**src/rtl/input_controller.sv**
```systemverilog
// input_controller: synchronized, debounced button and switch capture serving CPU input requests.
// Define INPUT_TIMEOUT_EN to build the optional wait-for-press timeout.
module input_controller #(
  parameter int DEBOUNCE_CYCLES = 16,
  parameter int SW_W = 18,
  parameter int TIMEOUT_CYCLES = 1000000
) (
  input  logic            clock,
  input  logic            reset,
  input  logic            button,
  input  logic [SW_W-1:0] switches,
  input  logic            in_req,
  output logic [31:0]     in_data,
  output logic            in_valid,
  output logic            stall,
  output logic            btn_level,
  output logic            timed_out
);

  localparam int CW = $clog2(DEBOUNCE_CYCLES);

  typedef enum logic [1:0] {
    IDLE,
    WAIT_RELEASE,
    WAIT_PRESS,
    DONE
  } state_t;

  state_t state;

  logic            btn_q1;
  logic            btn_s;
  logic [SW_W-1:0] sw_q1;
  logic [SW_W-1:0] sw_s;

  logic          lvl;
  logic          lvl_q;
  logic [CW-1:0] cnt;
  logic          press_edge;

  always_ff @(posedge clock) begin
    if (!reset) begin
      btn_q1 <= 1'b0;
      btn_s  <= 1'b0;
      sw_q1  <= '0;
      sw_s   <= '0;
    end else begin
      btn_q1 <= ~button;
      btn_s  <= btn_q1;
      sw_q1  <= switches;
      sw_s   <= sw_q1;
    end
  end

  // The level flips on the edge that would bring the run count to DEBOUNCE_CYCLES-1.
  always_ff @(posedge clock) begin
    if (!reset) begin
      lvl <= 1'b0;
      cnt <= '0;
    end else if (btn_s == lvl) begin
      cnt <= '0;
    end else if (cnt == CW'(DEBOUNCE_CYCLES - 2)) begin
      lvl <= btn_s;
      cnt <= '0;
    end else begin
      cnt <= cnt + CW'(1);
    end
  end

  always_ff @(posedge clock) begin
    if (!reset) begin
      lvl_q      <= 1'b0;
      press_edge <= 1'b0;
    end else begin
      lvl_q      <= lvl;
      press_edge <= lvl & ~lvl_q;
    end
  end

`ifdef INPUT_TIMEOUT_EN
  localparam int TW = $clog2(TIMEOUT_CYCLES + 1);
  logic [TW-1:0] tcnt;
`else
  logic unused_cfg;
  assign unused_cfg = |TIMEOUT_CYCLES;
  assign timed_out  = 1'b0;
`endif

  always_ff @(posedge clock) begin
    if (!reset) begin
      state    <= IDLE;
      in_data  <= '0;
      in_valid <= 1'b0;
`ifdef INPUT_TIMEOUT_EN
      timed_out <= 1'b0;
      tcnt      <= '0;
`endif
    end else begin
      in_valid <= 1'b0;
`ifdef INPUT_TIMEOUT_EN
      timed_out <= 1'b0;
`endif
      unique case (state)
        IDLE: begin
          if (in_req) begin
            // A press still held from the last request must be released first.
            if (lvl) begin
              state <= WAIT_RELEASE;
            end else begin
              state <= WAIT_PRESS;
`ifdef INPUT_TIMEOUT_EN
              tcnt <= '0;
`endif
            end
          end
        end
        WAIT_RELEASE: begin
          if (!in_req) begin
            state <= IDLE;
          end else if (!lvl) begin
            state <= WAIT_PRESS;
`ifdef INPUT_TIMEOUT_EN
            tcnt <= '0;
`endif
          end
        end
        WAIT_PRESS: begin
          if (!in_req) begin
            state <= IDLE;
          end else if (press_edge) begin
            state    <= DONE;
            in_valid <= 1'b1;
            in_data  <= 32'(sw_s);
          end
`ifdef INPUT_TIMEOUT_EN
          else if (tcnt == TW'(TIMEOUT_CYCLES - 1)) begin
            state     <= DONE;
            in_valid  <= 1'b1;
            timed_out <= 1'b1;
            in_data   <= 32'(sw_s);
          end else begin
            tcnt <= tcnt + TW'(1);
          end
`endif
        end
        DONE: begin
          state <= IDLE;
        end
        default: begin
          state <= IDLE;
        end
      endcase
    end
  end

  assign stall     = in_req & ~in_valid;
  assign btn_level = lvl;

endmodule

```
**config.mk**
```make
export PLATFORM = sky130hd
export DESIGN_NAME = input_controller
export DESIGN_NICKNAME = d
export VERILOG_FILES = /design/src/rtl/input_controller.sv
export SDC_FILE = /design/constraint.sdc
export NUM_CORES = 1
export LEC_CHECK = 0
export CAP_MARGIN = 25
export CELL_PAD_IN_SITES_DETAIL_PLACEMENT = 0
export CELL_PAD_IN_SITES_GLOBAL_PLACEMENT = 2
export CORE_MARGIN = 4
export CORE_UTILIZATION = 30
export DETAILED_ROUTE_END_ITERATION = 10
export GPL_TIMING_DRIVEN = 0
export PLACE_DENSITY = 0.86
export RECOVER_POWER = 25
export SYNTH_ARGS = -nofsm -noshare
export SYNTH_HDL_FRONTEND = slang
export SYNTH_SLANG_ARGS = --single-unit
```
**constraint.sdc**
```tcl
create_clock -name clock -period 1.4 [get_ports clock]
set_input_delay 0.35 -clock clock [delete_from_list [all_inputs] [get_ports clock]]
set_output_delay 0.35 -clock clock [all_outputs]
set_load 0.005 [all_outputs]
```
==> metrics <==
Syn Area/Cell 10.87 um2; hold depth 1; post-synth cell types 23; Largest stage delay, worst path about 0.25 ns; Worst Path Arrival ~0.99 ns; pwr dens 1214 nW/um2; worst-case clock buffer depth 2; Ant. Diodes 0; Worst Clk Skew a little under 0.007 ns; Clock transition at path regs ~0.070 ns; Crit Path Max Fanout 3; Max-Cap Viols 0; setup tns final 0 ns; I/O Buffers between 40 and 50; cts bufs inserted 9; placed cell count 367; top_reg_cell synth dfxtp_1; most common cell in the netlist dfxtp_1; clock sink count 66; dpl hpwl around 3000 um; number of synthesized flops with an enable pin 0; pin count of the biggest net entering global routing 13; Vias/cell 3.839; H-tree depth 3; TritonCTS clock tree built; Initial Utilization 31.26%; routability congestion estimate 0.6754; period utilisation layout 96.03%; total number of vias 1474; leading area contributor after synthesis dfxtp_1; DP Worst Slack -0.5038 ns; Yosys top cell area share between 50% and 60%; CP Class in -> out; Nets 304; CP Cell Sequence clkdlybuf4s15_1 > nor2b_1 > dlygate4sd2_1; total gr overflow 0; CP Launch Type input port; Clock Latency Late Sink 0.33 ns; CTS Root Cell clkbuf_8; DR WL/cell 10.52 um; pins over their slew limit 0; CP endpoint kind primary output; Max IR drop VDD 0.5607 mV; row cnt 31; Worst path slowest cell dlygate4sd2_1; core area 7370 um2; Final Util 42.09%; RSZ-0062 raised after global routing no; drt drc 0; Mapped Cells around 210; Die Width 95.63 um; final hold vios 0; Area Overhead vs Synth 34.65%; Detailed Routing Iterations Pass 1 4; Cell Area, Synth 2303 um2; dominant cells by area after synthesis dfxtp_1, and2_1, o21ai_2, buf_4, nand3_2; Die Ht approximately 96 um; wirelength, routed 4039 um; setup violators final 0; Fmax 0.7438 GHz; first-pass GRT wire length 6713 um; Iter 0 DRT Violations 21; via count of the first global-routing pass 1427; worst r2r path cells 4; number of nets with antenna violations after routing 0; WP data required approximately 1.1 ns; placed inst area about 2900 um2; layout cell share with drive strength beyond 1 27.02%; initial antenna violation count 0; # IOs 58; async set-reset flop share out of synthesis 0%; most frequent cells after synthesis dfxtp_1, and2_1, nand2_1, o21ai_2, buf_4; Hold Crit Class reg -> reg; post-route setup slack about 0.056 ns; Final Non-Filler Cells 384; Tmin final around 1.3 ns; post-synthesis register bit count 66; Die Area 9144 um2; All-Layer GR Usage 9.891%; post-route design area 3102 um2; status completed; YS warnings 0; P_leak 1.354 nW; Seq/Total Area, Yosys 57.36%
-- cell families (layout without fill, tap and decap cells) --
kind of cell             count (synthesis)  after routing  share of synthesized area [%]
AO/OA/AOI/OAI                           20             20                          7.442
XOR/XNOR                                 3              3                          1.141
adder cells (fa/ha/maj)                  2              2                          1.086
buffers and inverters                   29             88                          8.691
flip-flops                              66             66                          57.36
multiplexers                             1              1                         0.4346
other                                    1             15                         0.1628
AND/OR/NAND/NOR                         90             90                          23.68
-- area by class of cell --
cell class | instances | area, um2
fillers | 776 | 4268
inverters | 3 | 11.26
well taps | 99 | 123.9
plain buffers | 26 | 186.4
flip-flops and latches | 66 | 1333
clock buffers | 11 | 151.4
repair buffers | 43 | 401.6
clock inverters | 5 | 60.06
multi-input cells | 131 | 834.6
-- report_power, final --
part	total, mW	switching (mW)	internal (mW)
combinational	0.191	0.0777	0.114
clock	1.63	0.708	0.925
sequential	1.94	0.0137	1.93
-- path summary, 6_finish.rpt --
check            from           to  slack, ns
max reg2reg  state[1]  in_data[12]       0.29
min             lvl_q   press_edge       0.38
min reg2reg     lvl_q   press_edge       0.38
max            in_req        stall       0.06
-- what timing repair did --
item / CTS / global route
gates resized for setup: 31 / 0
hold buffers: 0 / 0
endpoints found under the setup margin: 21 / 0
buffers inserted: 1 / 0
-- through the flow --
stage | hold WS [ns] | power (mW)
floorplan | 0.3674 | 2.097
global placement | 0.3724 | 2.181
detailed placement | 0.3764 | 2.183
CTS | 0.3754 | 3.839
global route | 0.3785 | 3.940
finish | 0.3787 | 3.766
-- worst max-delay path: cells and delay by family --
kind,cells,cell delay [ns]
buf+inv,2,0.49
simple gates,1,0.16
-- flip-flops by register name, summed over array words and instances (netlist names) --
register    cells
btn_s           1
in_valid        1
state           2
cnt             4
in_data        18
press_edge      1
lvl_q           1
sw_q1          18
btn_q1          1
btn_level       1
sw_s           18
-- placed cells by master, fill, tap and decap left out, types with 2 or more instances in the layout --
cell and instances:
dlygate4sd2_1 21, clkbuf_1 4, nand2_1 19, dfxtp_1 59, nor2b_1 2, dfxtp_2 6, o21ai_2 18, nor2_1 8
inv_1 3, buf_2 2, nand3_2 11, xor2_1 2, nand3_1 10, clkdlybuf4s50_1 20, and2_0 9, conb_1 15
clkbuf_8 11, buf_6 3, and2_1 29, buf_4 18, ha_1 2
-- layer usage --
layer	track usage (%)	wire, um
met5	0	0
met4	4.265	29
met3	5.209	370
met2	15.63	1942
met1	11.07	1696
Power figures use the tool's default switching activity.
